===== config.mk =====
export PLATFORM = sky130hd
export DESIGN_NAME = vga_rx_monitor_flat
export DESIGN_NICKNAME = d
export VERILOG_FILES = /design/src/rtl/vga_rx_monitor_pkg.sv /design/src/rtl/vga_rx_monitor_if.sv /design/src/rtl/vga_rx_monitor_edge_det.sv /design/src/rtl/vga_rx_monitor.sv /design/src/flat_wrapper.sv
export SDC_FILE = /design/constraint.sdc
export NUM_CORES = 1
export LEC_CHECK = 0
export ABC_CLOCK_PERIOD_IN_PS = 9000
export CORE_MARGIN = 2
export CORE_UTILIZATION = 45
export CTS_BUF_LIST = sky130_fd_sc_hd__clkbuf_8
export DETAILED_ROUTE_END_ITERATION = 10
export PLACE_DENSITY = 0.68
export SLEW_MARGIN = 20
export SYNTH_ARGS = -nofsm -noshare
export SYNTH_HDL_FRONTEND = slang
export SYNTH_HIERARCHICAL = 1
export SYNTH_SLANG_ARGS = --single-unit

===== constraint.sdc =====
create_clock -name clk -period 9 [get_ports clk]
set_input_delay 1.8 -clock clk [delete_from_list [all_inputs] [get_ports clk]]
set_output_delay 1.8 -clock clk [all_outputs]
set_load 0.03 [all_outputs]

===== src/rtl/vga_rx_monitor_pkg.sv =====
// Shared timing constants, FSM state type and counter helper for the VGA receive monitor.
package vga_rx_monitor_pkg;

   // 640x480@60 nominal timing
   localparam int unsigned NomHTotal  = 800;
   localparam int unsigned NomVTotal  = 525;
   localparam int unsigned NomHActive = 640;
   localparam int unsigned NomVActive = 480;

   localparam int unsigned CntW = 11;

   typedef logic [CntW-1:0] cnt_t;
   typedef logic [CntW:0]   len_t;

   typedef enum logic [1:0] {StSearch, StMeasure, StLocked} state_e;

   function automatic cnt_t sat_inc(cnt_t v, logic en);
      return (en && (v != '1)) ? v + cnt_t'(1) : v;
   endfunction

endpackage


===== src/rtl/vga_rx_monitor_if.sv =====
// VGA output bus as seen between the controller (master) and the monitor (slave).
interface vga_rx_monitor_if;
   logic [7:0] VGA_R;
   logic [7:0] VGA_G;
   logic [7:0] VGA_B;
   logic       VGA_HS;
   logic       VGA_VS;
   logic       VGA_BLANK_N;

   modport master (output VGA_R, VGA_G, VGA_B, VGA_HS, VGA_VS, VGA_BLANK_N);
   modport slave  (input  VGA_R, VGA_G, VGA_B, VGA_HS, VGA_VS, VGA_BLANK_N);
endinterface


===== src/rtl/vga_rx_monitor_edge_det.sv =====
// Two-stage input register with pulses on transitions to / away from the asserted level POL.
module vga_edge_det #(
   parameter bit POL = 1'b1
) (
   input  logic clk,
   input  logic rst,
   input  logic d_i,
   output logic lvl_o,
   output logic as_o,
   output logic ds_o
);

   logic s1_q, s1_d;
   logic s2_q, s2_d;

   always_comb begin
      s1_d = d_i;
      s2_d = s1_q;
   end

   // Reset to the deasserted level so leaving reset never fakes an assert edge
   always_ff @(posedge clk or posedge rst) begin
      if (rst) begin
         s1_q <= ~POL;
         s2_q <= ~POL;
      end else begin
         s1_q <= s1_d;
         s2_q <= s2_d;
      end
   end

   assign lvl_o = s1_q;
   assign as_o  = (s1_q == POL) && (s2_q != POL);
   assign ds_o  = (s1_q != POL) && (s2_q == POL);

endmodule


===== src/rtl/vga_rx_monitor.sv =====
// VGA receive-side checker: recovers pixel coordinates, checks line/frame timing, checksums frames.
module vga_rx_monitor
   import vga_rx_monitor_pkg::*;
#(
   parameter int unsigned H_TOTAL  = NomHTotal,
   parameter int unsigned V_TOTAL  = NomVTotal,
   parameter int unsigned H_ACTIVE = NomHActive,
   parameter int unsigned V_ACTIVE = NomVActive,
   parameter bit          SYNC_POL = 1'b0
) (
   input  logic                   clk,
   input  logic                   rst,
   vga_rx_monitor_if.slave        vga,
   output logic                   pix_valid,
   output logic [10:0]            pix_x,
   output logic [10:0]            pix_y,
   output logic [7:0]             pix_r,
   output logic [7:0]             pix_g,
   output logic [7:0]             pix_b,
   output logic                   line_start,
   output logic                   frame_start,
   output logic                   locked,
   output logic                   err_hlen,
   output logic                   err_vlen,
   output logic [23:0]            frame_sum,
   output logic [15:0]            frame_cnt
);

   localparam len_t HTotal  = len_t'(H_TOTAL);
   localparam cnt_t HActive = cnt_t'(H_ACTIVE);
   localparam cnt_t VTotal  = cnt_t'(V_TOTAL);
   localparam cnt_t VActive = cnt_t'(V_ACTIVE);

   logic hs_lvl, hs_as, hs_ds;
   logic vs_lvl, vs_as, vs_ds;
   logic bl_lvl, bl_as, bl_fall;
   logic unused_edges;

   vga_edge_det #(.POL(SYNC_POL)) u_hs (
      .clk(clk), .rst(rst), .d_i(vga.VGA_HS), .lvl_o(hs_lvl), .as_o(hs_as), .ds_o(hs_ds));
   vga_edge_det #(.POL(SYNC_POL)) u_vs (
      .clk(clk), .rst(rst), .d_i(vga.VGA_VS), .lvl_o(vs_lvl), .as_o(vs_as), .ds_o(vs_ds));
   vga_edge_det #(.POL(1'b1)) u_bl (
      .clk(clk), .rst(rst), .d_i(vga.VGA_BLANK_N), .lvl_o(bl_lvl), .as_o(bl_as),
      .ds_o(bl_fall));

   assign unused_edges = ^{hs_lvl, vs_lvl, hs_ds, vs_ds, bl_as};

   logic [7:0]  r_q, r_d, g_q, g_d, b_q, b_d;
   cnt_t        h_cnt_q, h_cnt_d, act_cnt_q, act_cnt_d;
   cnt_t        v_cnt_q, v_cnt_d, y_cnt_q, y_cnt_d;
   logic        h_ref_q, h_ref_d, line_bad_q, line_bad_d;
   logic [23:0] acc_q, acc_d;
   state_e      state_q, state_d;

   logic        pix_valid_q, pix_valid_d, line_start_q, line_start_d;
   logic        frame_start_q, frame_start_d, locked_q, locked_d;
   logic        err_hlen_q, err_hlen_d, err_vlen_q, err_vlen_d;
   cnt_t        pix_x_q, pix_x_d, pix_y_q, pix_y_d;
   logic [7:0]  pix_r_q, pix_r_d, pix_g_q, pix_g_d, pix_b_q, pix_b_d;
   logic [23:0] frame_sum_q, frame_sum_d;
   logic [15:0] frame_cnt_q, frame_cnt_d;

   logic [9:0]  rgb_sum;
   logic [23:0] acc_inc;
   cnt_t        y_inc;
   len_t        line_len;
   logic        line_bad, frame_bad, frame_end;

   always_comb begin
      r_d = vga.VGA_R;
      g_d = vga.VGA_G;
      b_d = vga.VGA_B;

      rgb_sum  = {2'b0, r_q} + {2'b0, g_q} + {2'b0, b_q};
      acc_inc  = acc_q + (bl_lvl ? {14'b0, rgb_sum} : 24'd0);
      y_inc    = sat_inc(y_cnt_q, bl_fall);
      line_len = {1'b0, h_cnt_q} + len_t'(1);
      // Lines with no active pixels (vertical blanking) are checked for length only
      line_bad  = hs_as && h_ref_q &&
                  ((line_len != HTotal) || ((act_cnt_q != '0) && (act_cnt_q != HActive)));
      frame_bad = (v_cnt_q != VTotal) || (y_inc != VActive);
      frame_end = vs_as && (state_q != StSearch);

      h_cnt_d    = hs_as ? '0 : sat_inc(h_cnt_q, 1'b1);
      act_cnt_d  = hs_as ? cnt_t'(bl_lvl) : sat_inc(act_cnt_q, bl_lvl);
      h_ref_d    = h_ref_q | hs_as;
      // A VS coinciding with HS opens the new frame with that line already counted
      v_cnt_d    = vs_as ? cnt_t'(hs_as) : sat_inc(v_cnt_q, hs_as);
      y_cnt_d    = vs_as ? '0 : y_inc;
      acc_d      = vs_as ? '0 : acc_inc;
      line_bad_d = vs_as ? 1'b0 : (line_bad_q | line_bad);

      state_d    = state_q;
      err_hlen_d = 1'b0;
      err_vlen_d = 1'b0;
      unique case (state_q)
         StSearch:  if (vs_as) state_d = StMeasure;
         StMeasure: if (vs_as && !line_bad_q && !line_bad && !frame_bad) state_d = StLocked;
         StLocked: begin
            err_hlen_d = line_bad;
            err_vlen_d = vs_as && frame_bad;
            if (err_hlen_d || err_vlen_d) state_d = StMeasure;
         end
         default:   state_d = StSearch;
      endcase

      // Holding on state_q too delays the drop by one cycle after an error pulse
      locked_d      = (state_d == StLocked) && (state_q != StSearch) ||
                      (state_q == StLocked);
      pix_valid_d   = bl_lvl && (state_q != StSearch);
      pix_x_d       = hs_as ? '0 : act_cnt_q;
      pix_y_d       = vs_as ? '0 : y_cnt_q;
      pix_r_d       = r_q;
      pix_g_d       = g_q;
      pix_b_d       = b_q;
      line_start_d  = hs_as;
      frame_start_d = vs_as;
      frame_sum_d   = frame_end ? acc_inc : frame_sum_q;
      frame_cnt_d   = frame_end ? frame_cnt_q + 16'd1 : frame_cnt_q;
   end

   always_ff @(posedge clk or posedge rst) begin
      if (rst) begin
         r_q           <= '0;
         g_q           <= '0;
         b_q           <= '0;
         h_cnt_q       <= '0;
         act_cnt_q     <= '0;
         v_cnt_q       <= '0;
         y_cnt_q       <= '0;
         h_ref_q       <= 1'b0;
         line_bad_q    <= 1'b0;
         acc_q         <= '0;
         state_q       <= StSearch;
         pix_valid_q   <= 1'b0;
         pix_x_q       <= '0;
         pix_y_q       <= '0;
         pix_r_q       <= '0;
         pix_g_q       <= '0;
         pix_b_q       <= '0;
         line_start_q  <= 1'b0;
         frame_start_q <= 1'b0;
         locked_q      <= 1'b0;
         err_hlen_q    <= 1'b0;
         err_vlen_q    <= 1'b0;
         frame_sum_q   <= '0;
         frame_cnt_q   <= '0;
      end else begin
         r_q           <= r_d;
         g_q           <= g_d;
         b_q           <= b_d;
         h_cnt_q       <= h_cnt_d;
         act_cnt_q     <= act_cnt_d;
         v_cnt_q       <= v_cnt_d;
         y_cnt_q       <= y_cnt_d;
         h_ref_q       <= h_ref_d;
         line_bad_q    <= line_bad_d;
         acc_q         <= acc_d;
         state_q       <= state_d;
         pix_valid_q   <= pix_valid_d;
         pix_x_q       <= pix_x_d;
         pix_y_q       <= pix_y_d;
         pix_r_q       <= pix_r_d;
         pix_g_q       <= pix_g_d;
         pix_b_q       <= pix_b_d;
         line_start_q  <= line_start_d;
         frame_start_q <= frame_start_d;
         locked_q      <= locked_d;
         err_hlen_q    <= err_hlen_d;
         err_vlen_q    <= err_vlen_d;
         frame_sum_q   <= frame_sum_d;
         frame_cnt_q   <= frame_cnt_d;
      end
   end

   assign pix_valid   = pix_valid_q;
   assign pix_x       = pix_x_q;
   assign pix_y       = pix_y_q;
   assign pix_r       = pix_r_q;
   assign pix_g       = pix_g_q;
   assign pix_b       = pix_b_q;
   assign line_start  = line_start_q;
   assign frame_start = frame_start_q;
   assign locked      = locked_q;
   assign err_hlen    = err_hlen_q;
   assign err_vlen    = err_vlen_q;
   assign frame_sum   = frame_sum_q;
   assign frame_cnt   = frame_cnt_q;

endmodule


===== src/flat_wrapper.sv =====
// flat-port wrapper written by rule: the top's interface ports become plain ports
module vga_rx_monitor_flat import vga_rx_monitor_pkg::*;
#(
   parameter int unsigned H_TOTAL  = NomHTotal,
   parameter int unsigned V_TOTAL  = NomVTotal,
   parameter int unsigned H_ACTIVE = NomHActive,
   parameter int unsigned V_ACTIVE = NomVActive,
   parameter bit          SYNC_POL = 1'b0
)
  (clk, rst, pix_valid, pix_x, pix_y, pix_r, pix_g, pix_b, line_start, frame_start, locked, err_hlen, err_vlen, frame_sum, frame_cnt, vga_VGA_R, vga_VGA_G, vga_VGA_B, vga_VGA_HS, vga_VGA_VS, vga_VGA_BLANK_N);
  vga_rx_monitor_if vga_i ();
  input  logic clk;
  input  logic rst;
  output logic pix_valid;
  output logic [10:0] pix_x;
  output logic [10:0] pix_y;
  output logic [7:0] pix_r;
  output logic [7:0] pix_g;
  output logic [7:0] pix_b;
  output logic line_start;
  output logic frame_start;
  output logic locked;
  output logic err_hlen;
  output logic err_vlen;
  output logic [23:0] frame_sum;
  output logic [15:0] frame_cnt;
  input wire logic [$bits(vga_i.VGA_R)-1:0] vga_VGA_R;
  input wire logic [$bits(vga_i.VGA_G)-1:0] vga_VGA_G;
  input wire logic [$bits(vga_i.VGA_B)-1:0] vga_VGA_B;
  input wire logic [$bits(vga_i.VGA_HS)-1:0] vga_VGA_HS;
  input wire logic [$bits(vga_i.VGA_VS)-1:0] vga_VGA_VS;
  input wire logic [$bits(vga_i.VGA_BLANK_N)-1:0] vga_VGA_BLANK_N;
  assign vga_i.VGA_R = vga_VGA_R;
  assign vga_i.VGA_G = vga_VGA_G;
  assign vga_i.VGA_B = vga_VGA_B;
  assign vga_i.VGA_HS = vga_VGA_HS;
  assign vga_i.VGA_VS = vga_VGA_VS;
  assign vga_i.VGA_BLANK_N = vga_VGA_BLANK_N;
  vga_rx_monitor #(.H_TOTAL(H_TOTAL), .V_TOTAL(V_TOTAL), .H_ACTIVE(H_ACTIVE), .V_ACTIVE(V_ACTIVE), .SYNC_POL(SYNC_POL)) u_core (.clk(clk), .rst(rst), .vga(vga_i), .pix_valid(pix_valid), .pix_x(pix_x), .pix_y(pix_y), .pix_r(pix_r), .pix_g(pix_g), .pix_b(pix_b), .line_start(line_start), .frame_start(frame_start), .locked(locked), .err_hlen(err_hlen), .err_vlen(err_vlen), .frame_sum(frame_sum), .frame_cnt(frame_cnt));
endmodule

Word-level counts from Yosys, hierarchy flattened
Index checks and enable logic that the tools add are counted.
{"block": "totals", "register_bits": 194, "input_bits": 29, "output_inout_bits": 92}
{"block": "classes", "addsub": 9, "eq_ne": 11, "mux": 19, "bitwise_logic": 5, "n_reduce_logical": 29}
{"cell": "$mux W11", "count": 10}
{"cell": "$add A11 B1 Y11 const B", "count": 4}
{"cell": "$ne A11 B11 Y1 const B", "count": 4}
{"cell": "$add A24 B24 Y24", "count": 1}
{"cell": "$mux W24", "count": 1}
{"cell": "$ne A11 B10 Y1 const B", "count": 2}
{"cell": "$add A16 B1 Y16 const B", "count": 1}
{"cell": "$logic_and A1 B1 Y1", "count": 16}
{"cell": "$add A11 B1 Y12 const B", "count": 1}
{"cell": "$ne A12 B10 Y1 const B", "count": 1}
{"cell": "$ne A11 B9 Y1 const B", "count": 1}
{"cell": "$reduce_bool A11 Y1", "count": 1}
{"cell": "$add A10 B8 Y10", "count": 1}
{"cell": "$mux W10", "count": 1}
{"cell": "$add A8 B8 Y9", "count": 1}
{"cell": "$reduce_bool A2 Y1", "count": 4}
{"cell": "$mux W2", "count": 3}
{"cell": "$pmux W2 S3", "count": 1}
{"cell": "$eq A2 B2 Y1 const B", "count": 2}
{"cell": "$logic_or A1 B1 Y1", "count": 4}
{"cell": "$logic_not A1 Y1", "count": 3}
{"cell": "$mux W1", "count": 3}
{"cell": "$not A1 Y1", "count": 3}
{"cell": "$eq A2 B1 Y1 const B", "count": 1}
{"cell": "2 further kinds", "count": 3}

Depth between registers and ports, before layout
Gate-level depths: netlist of the first run.
{"block": "depth", "word_depth": 13, "depth_mapped": 21, "mapped_depth_nobuf": 21}

Hierarchy
Netlist of the first run, hierarchy kept.
{"module": "vga_rx_monitor", "instances": 1, "cells_each": 725, "area_each_um2": 8114.0}
{"module": "vga_edge_det (u_core.u_hs ...)", "instances": 2, "cells_each": 5, "area_each_um2": 71.3}
{"module": "vga_edge_det (u_core.u_bl)", "instances": 1, "cells_each": 5, "area_each_um2": 68.8}

Least setup slack after synthesis of the first run
OpenSTA, ideal clock, no wires.
{"block": "synth_timing", "path_type": "register to register", "from": "reg u_core.g_q[2]", "to": "reg u_core.frame_sum_q[13], in the netlist u_core/frame_sum[13]", "arrival_ps": 3706, "t_required_ps": 8869, "path_slack_ps": 5163, "path_stages_with_launch": 17, "n_path_buf": 0, "synth_period_minus_slack_ps": 3837, "path_cell_list": "dfrtp_1 -> fa_1 -> ha_1 -> a21o_1 -> a21oi_1 -> nor2b_1 -> o21a_1 -> o41a_1 -> xor2_1 -> and2_1 -> ha_1 -> nand2_1 -> o31ai_1 -> a21oi_1 -> nor3b_1 -> xnor2_1 -> o21ai_1"}
{"block": "synth_via", "elab_chain_len": 4}
{"element": "start, declared", "line": "vga_rx_monitor.sv:49", "text": "logic [7:0] r_q, r_d, g_q, g_d, b_q, b_d;"}
{"element": "start signal, assigned", "line": "vga_rx_monitor.sv:151", "text": "g_q <= g_d;"}
{"element": "$add A8 B8 Y9", "line": "vga_rx_monitor.sv:75", "text": "rgb_sum = {2'b0, r_q} + {2'b0, g_q} + {2'b0, b_q};"}
{"element": "$add A10 B8 Y10", "line": "vga_rx_monitor.sv:75"}
{"element": "$mux W10", "line": "vga_rx_monitor.sv:76", "text": "acc_inc = acc_q + (bl_lvl ? {14'b0, rgb_sum} : 24'd0);"}
{"element": "$add A24 B24 Y24", "line": "vga_rx_monitor.sv:76"}
{"element": "end signal, assigned", "line": "vga_rx_monitor.sv:172", "text": "frame_sum_q <= frame_sum_d;"}
{"element": "end, declared", "line": "vga_rx_monitor.sv:61", "text": "logic [23:0] frame_sum_q, frame_sum_d;"}
Every way passes these cells.
A chain may end at the register's enable or synchronous reset.

Final worst setup path of the first run
{"block": "layout_timing", "from": "reg u_core.g_q[1]", "to": "reg u_core.frame_sum_q[12], in the netlist u_core/frame_sum[12]"}
The elaborated chain is that of the path after synthesis.

==> run_results.csv, run 1 <==
group,metric,value,unit
run_status,status,"completed",
cts,cts_sinks,194,
timing,period_share,47.8,%
yosys,syn_area_per_cell,11.3,µm²
global_route,grt-ovfl-total,0,
critical_path,worst-setup-path-type,"flop to flop",
global_route,grt_max_degree,122,
floorplan,die_h,140,µm
placed_design,place_congestion,0.798,
detailed_routing,vias_per_cell,5.07,
cts,clk_path_buf_depth,2,
yosys,synth_area,8300,µm²
cells_and_area,syn2layout_area_growth,21.9,%
floorplan,initial_core_util,46.1,%
cells_and_area,fin_cells,1099,
critical_path,worstSetupEndpointType,"flop",
cells_and_area,num_antenna_cells,0,
detailed_routing,drc,0,
critical_path,critPathRequiredTime,9320,ps
floorplan,core,18000,µm²
floorplan,dieArea,19600,µm²
yosys,yosys_warnings,6,
critical_path,critPathLaunchType,"flop",
global_route,use_met3,4.37,%
global_route,grt_pass1_vias,5376,
critical_path,cpMostUsedCell,"inv_1",
flow_run,max_cap_viol_count,0,
global_route,grt.busiest_layer,"met1",
floorplan,die_w,140,µm
detailed_routing,dr.pass1.iters,6,
critical_path,cp_slowest_stage_delay,680,ps
timing,fmax,0.232,GHz
floorplan,rows,49,
critical_path,slowest_stage,"a41oi_1",
timing,fin_ws,4700,ps
timing,relSlewSlack,43.7,%
detailed_routing,drtAntennaViolNets,0,
cts,cts_max_level,4,
cts,tritoncts.num_buffers,17,
cts,post_cts_resized,0,
timing,rsz0062_at_grt,"false",
cts,worstSkewPairLatency,450,ps
power,powerDensity,209,nW/µm²
worst_hold_path,hp-class,"flop to flop",
global_route,grt_pass1_wl,27300,µm
critical_path,path_cells,"inv_1, fa_1, inv_1, ha_1, inv_1, fa_1, nor2b_1, o21ai_0, nand2b_1, a21o_1, a21o_1, xor2_1, and2_1, ha_1, nor4_1, o21ai_1, a41oi_1, nor2_1, xnor2_1, o21ai_0",
cells_and_area,final_nets,920,
placed_design,hpwl,10700,µm
cells_and_area,final_layout_size_suffix_gt1_share,6.09,%
timing,finalSetupViolCount,0,
placed_design,post-place-ws,4690,ps
timing,final-hold-violation-count,0,
cts,cts_hold_buf,0,
power,power,2.11,mW
global_route,grt_use_total,17.1,%
global_route,grt_use_met2,25.3,%
detailed_routing,totalWireLength,15800,µm
global_route,use_met1,25.5,%
timing,slew_viol_final,0,
yosys,syn_inst,737,
placed_design,place_inst,1067,
critical_path,arrival,4620,ps
power,power_leakage,4.47,nW
detailed_routing,routed-via-count,5570,
critical_path,cp_max_fo,7,
floorplan,ios,121,
timing,tightest_slew,845,ps
cts,cts_tree,"yes",
cts,postCtsSetupBuffers,0,
detailed_routing,drt_iter0_drc,216,
detailed_routing,post_drt_wl_per_cell,14.4,µm
power,vdd_drop_max,0.100,mV
placed_design,port_buffers,120,
yosys,syn-num-nets,800,
timing,fin_skew,11.3,ps
timing,min_period,4300,ps
timing,setup_tns,0,ps
cts,cts-root-buf,"clkbuf_8",
cts,clkTransAtPathRegs,100,ps
global_route,antenna_found_initial,0,
[sequential cells by signal, indices dropped and copies added (netlist names), 11 cells and up]
signal            cells
u_core/y_cnt_q       11
u_core/act_cnt_q     11
u_core/acc_q         24
u_core/frame_sum     24
u_core/frame_cnt     16
u_core/h_cnt_q       11
u_core/pix_x         11
u_core/v_cnt_q       11
u_core/pix_y         11
[metal layers]
metal	part of all wire (%)	routed length (µm)
met5	0	0
met4	0.45	71
met3	5.0	796
met2	45	7120
met1	50	7860
[area by class of cell]
class / count / area, µm²
Clock buffer: 17 / 234
Clock inverter: 15 / 145
Fill cell: 1576 / 7900
Inverter: 25 / 101
Multi-Input combinational cell: 495 / 3270
Sequential cell: 194 / 4860
Tap cell: 229 / 287
Timing Repair Buffer: 124 / 1230
[worst max-delay path: cells and delay by family (launching register included)]
kind	cells	cell delay [ps]
AOI/OAI and AO/OA	6	1430
adders and majority gates	4	1140
and+or+nand+nor	5	720
xor gates and xnor gates	2	360
DFF	1	350
buffers and inverters	3	170
[path summary, 6_finish.rpt]
check                      cells after the start  slack, ps                                to                        start
min                                            0        380        u_core/u_hs/s2_q$_DFF_PP1_  u_core/u_hs/lvl_o$_DFF_PP1_
max reg2reg                                   20       4700  u_core/frame_sum[12]$_DFFE_PP0P_      u_core/g_q[1]$_DFF_PP0_
min in group asynchronous                      2       1740       u_core/u_bl/lvl_o$_DFF_PP0_                          rst
max in group asynchronous                      3       5700   u_core/frame_cnt[2]$_DFFE_PP0P_                          rst
min reg2reg                                    0        380        u_core/u_hs/s2_q$_DFF_PP1_  u_core/u_hs/lvl_o$_DFF_PP1_
max                                           20       4700  u_core/frame_sum[12]$_DFFE_PP0P_      u_core/g_q[1]$_DFF_PP0_
[metrics by stage]
| stage | utilization (%) | area (µm²) | hold WS [ps] |
|---|---|---|---|
| floorplan | - | 8300 | 354 |
| global placement | 54.1 | 9740 | 359 |
| detailed placement | 54.1 | 9740 | 361 |
| CTS | 56.2 | 10100 | 385 |
| global route | 56.2 | 10100 | 393 |
| finish | 56.2 | 10100 | 382 |
[layout by cell type (no fill, tap or decap), types with 5 or more instances in the layout]
| cell type | instances |
|---|---|
| dfrtp_1 | 190 |
| clkdlybuf4s50_1 | 120 |
| nor2_1 | 91 |
| nand2_1 | 64 |
| xnor2_1 | 37 |
| xor2_1 | 33 |
| nor2b_1 | 27 |
| inv_1 | 25 |
| ha_1 | 24 |
| a21oi_1 | 21 |
| nand4_1 | 18 |
| nand3_1 | 18 |
| clkbuf_8 | 17 |
| o21ai_0 | 16 |
| o21ai_1 | 14 |
| nor3_1 | 13 |
| and2_1 | 10 |
| fa_1 | 10 |
| a21o_1 | 7 |
| o21a_1 | 7 |
| and3_1 | 7 |
| inv_6 | 6 |
| a211oi_1 | 6 |
| nor4_1 | 6 |
| nor3b_1 | 6 |
| nand2b_1 | 6 |
| and4_1 | 5 |
[where the power goes]
part | total (mW) | internal, mW | switching [mW]
sequential | 1.03 | 0.961 | 0.0688
clock | 0.545 | 0.227 | 0.318
combinational | 0.537 | 0.226 | 0.311
No activity file was read; power rests on OpenSTA's default activity.
==> run 2: changes to the inputs <==
--- a/config.mk
+++ b/config.mk
@@ -5,7 +5,7 @@
 export SDC_FILE = /design/constraint.sdc
 export NUM_CORES = 1
 export LEC_CHECK = 0
-export ABC_CLOCK_PERIOD_IN_PS = 9000
+export ABC_CLOCK_PERIOD_IN_PS = 4360
 export CORE_MARGIN = 2
 export CORE_UTILIZATION = 45
 export CTS_BUF_LIST = sky130_fd_sc_hd__clkbuf_8
==> constraint.sdc (replaced) <==
create_clock -name clk -period 4.36 [get_ports clk]
set_input_delay 0.872 -clock clk [delete_from_list [all_inputs] [get_ports clk]]
set_output_delay 0.872 -clock clk [all_outputs]
set_load 0.03 [all_outputs]
==> run 2 against run 1 <==
Against the previous run: utilization increased by 0.44 points; clock power increased by 110%; register-to-register slack got worse by 4400 ps; global-route usage decreased by 0.060 points; total power increased by 110%; combinational power increased by 110%; die area unchanged; sequential cell count unchanged; critical path type unchanged; largest cell class unchanged; highest routed layer unchanged.
==> run_results.csv, run 2 (synthesis gave the netlist of run 1 again) <==
group,metric,value,unit
cts,worstSkewPairLatency,460,ps
cts,post_cts_resized,0,
cts,clk_path_buf_depth,2,
placed_design,dpl_cell_area,9790,µm²
critical_path,worst-setup-path-type,"flop to flop",
detailed_routing,post_drt_wl_per_cell,14.3,µm
detailed_routing,dr.pass1.iters,4,
global_route,grt_pass1_wl,27300,µm
floorplan,die_w,140,µm
placed_design,hpwl,10700,µm
power,power_leakage,4.49,nW
timing,relSlewSlack,55.1,%
cts,cts-root-buf,"clkbuf_8",
critical_path,arrival,4400,ps
detailed_routing,drt_iter0_drc,309,
critical_path,critPathLaunchType,"flop",
timing,period_share,93.7,%
cts,cts_max_level,4,
cells_and_area,multi_input_area,3280,µm²
timing,final-hold-violation-count,0,
cts,cts_sinks,194,
global_route,antenna_found_initial,0,
cells_and_area,final_nets,923,
timing,tightest_slew,673,ps
critical_path,setup.worst_path.start,"u_core/g_q[1]$_DFF_PP0_",
critical_path,worstSetupEndpointType,"flop",
cells_and_area,fill_cells,1566,
worst_hold_path,hp-class,"flop to flop",
detailed_routing,routed-via-count,5559,
cts,postCtsSetupBuffers,0,
flow_run,max_cap_viol_count,0,
floorplan,initial_core_util,46.1,%
cts,cts_tree,"yes",
detailed_routing,drc,0,
global_route,grt_pass1_vias,5502,
detailed_routing,drtAntennaViolNets,0,
run_status,status,"completed",
cells_and_area,final_cell_mix,"dfrtp_1 (190), clkdlybuf4s50_1 (120), nor2_1 (91)",
global_route,grt_use_total,17.1,%
critical_path,cp_max_fo,7,
cells_and_area,num_antenna_cells,0,
floorplan,core,18000,µm²
detailed_routing,vias_per_cell,5.04,
cells_and_area,final-seq-area,4860,µm²
cts,clkTransAtPathRegs,100,ps
cells_and_area,syn2layout_area_growth,22.9,%
global_route,grt_max_degree,87,
cells_and_area,final_layout_size_suffix_gt1_share,6.64,%
placed_design,place_congestion,0.801,
timing,finalSetupViolCount,0,
timing,fmax,0.245,GHz
worst_hold_path,holdCritStartpoint,"u_core/u_hs/lvl_o$_DFF_PP1_",
floorplan,ios,121,
timing,fin_skew,15.7,ps
global_route,grt-ovfl-total,0,
timing,rsz0062_at_grt,"false",
cts,tritoncts.num_buffers,17,
cells_and_area,design_area,10200,µm²
timing,slew_viol_final,0,
placed_design,port_buffers,120,
detailed_routing,totalWireLength,15700,µm
cts,cts_hold_buf,0,
critical_path,crit-reg2reg-launch,"u_core/g_q[1]$_DFF_PP0_",
floorplan,dieArea,19600,µm²
timing,setup_tns,0,ps
critical_path,critPathRequiredTime,4680,ps
floorplan,rows,49,
power,vdd_drop_max,0.268,mV
cells_and_area,final_common_cell,"dfrtp_1",
floorplan,die_h,140,µm
power,powerDensity,429,nW/µm²
timing,min_period,4080,ps
run 2: layout make-up:
class,instances,area share [%]
Clock buffer,17,2.29
Timing Repair Buffer,127,12.5
Sequential cell,194,47.6
Multi-Input combinational cell,495,32.1
Tap cell,229,2.81
Clock inverter,15,1.63
Inverter,25,0.957
run 2: final timing paths:
check / endpoint / slack (ps) / cells after the start
max reg2reg: u_core/frame_sum[13]$_DFFE_PP0P_ / 280 / 22
min reg2reg: u_core/u_hs/s2_q$_DFF_PP1_ / 380 / 0
max in group asynchronous: u_core/b_q[1]$_DFF_PP0_ / 2610 / 3
min in group asynchronous: u_core/u_bl/lvl_o$_DFF_PP0_ / 760 / 2
max: u_core/frame_sum[13]$_DFFE_PP0P_ / 280 / 22
min: u_core/u_hs/s2_q$_DFF_PP1_ / 380 / 0
run 2: per-stage QoR:
stage | hold slack (ps) | utilization (%) | power, mW | worst slack [ps] | cells
3_5_place_dp | 362 | 54.3 | 3.28 | 223 | 1070
6_report | 379 | 56.6 | 4.38 | 276 | 1102
2_1_floorplan | 354 | - | 2.88 | 523 | 737
4_1_cts | 383 | 56.5 | 4.43 | 169 | 1102
3_3_place_gp | 360 | 54.3 | 3.26 | 295 | 1070
5_1_grt | 393 | 56.6 | 4.65 | 3.58 | 1102
run 2: critical path: stages, from the launching register on:
cell and delay (ps):
dfrtp_1 350, inv_1 60, fa_1 520, inv_1 40, ha_1 210, inv_1 80
fa_1 180, nor2b_1 60, o21ai_0 150, nand2b_1 100, a21o_1 180, a21o_1 190
xor2_1 140, and2_1 150, ha_1 300, o21a_1 160, nand2_1 90, o31ai_4 220
a21oi_1 100, buf_4 170, nor3b_1 240, xnor2_1 170, o21ai_1 90
run 2: metal layers:
| metal | GRT usage [%] | vias up | share of wire (%) | wire length [µm] |
|---|---|---|---|---|
| met5 | 0 | - | 0 | 0 |
| met4 | 5.63 | 0 | 1.2 | 181 |
| met3 | 4.03 | 13 | 4.2 | 653 |
| met2 | 24.8 | 112 | 44 | 6980 |
| met1 | 25.3 | 2698 | 50 | 7910 |
| li1 | - | 2736 | - | - |
run 2: where the power goes:
group,switching (mW),internal (mW)
sequential,0.141,1.98
clock,0.700,0.434
combinational,0.646,0.477
total,1.49,2.89
==> run 3: changes to the inputs <==
--- a/config.mk
+++ b/config.mk
@@ -9,9 +9,11 @@
 export CORE_MARGIN = 2
 export CORE_UTILIZATION = 45
 export CTS_BUF_LIST = sky130_fd_sc_hd__clkbuf_8
+export CTS_CLUSTER_DIAMETER = 60
 export DETAILED_ROUTE_END_ITERATION = 10
+export HOLD_SLACK_MARGIN = 0.03
 export PLACE_DENSITY = 0.68
-export SLEW_MARGIN = 20
+export SLEW_MARGIN = 5
 export SYNTH_ARGS = -nofsm -noshare
 export SYNTH_HDL_FRONTEND = slang
 export SYNTH_HIERARCHICAL = 1
==> results of run 3 <==
Same layout as run 2: the final DEF is identical, and so are final timing and power.
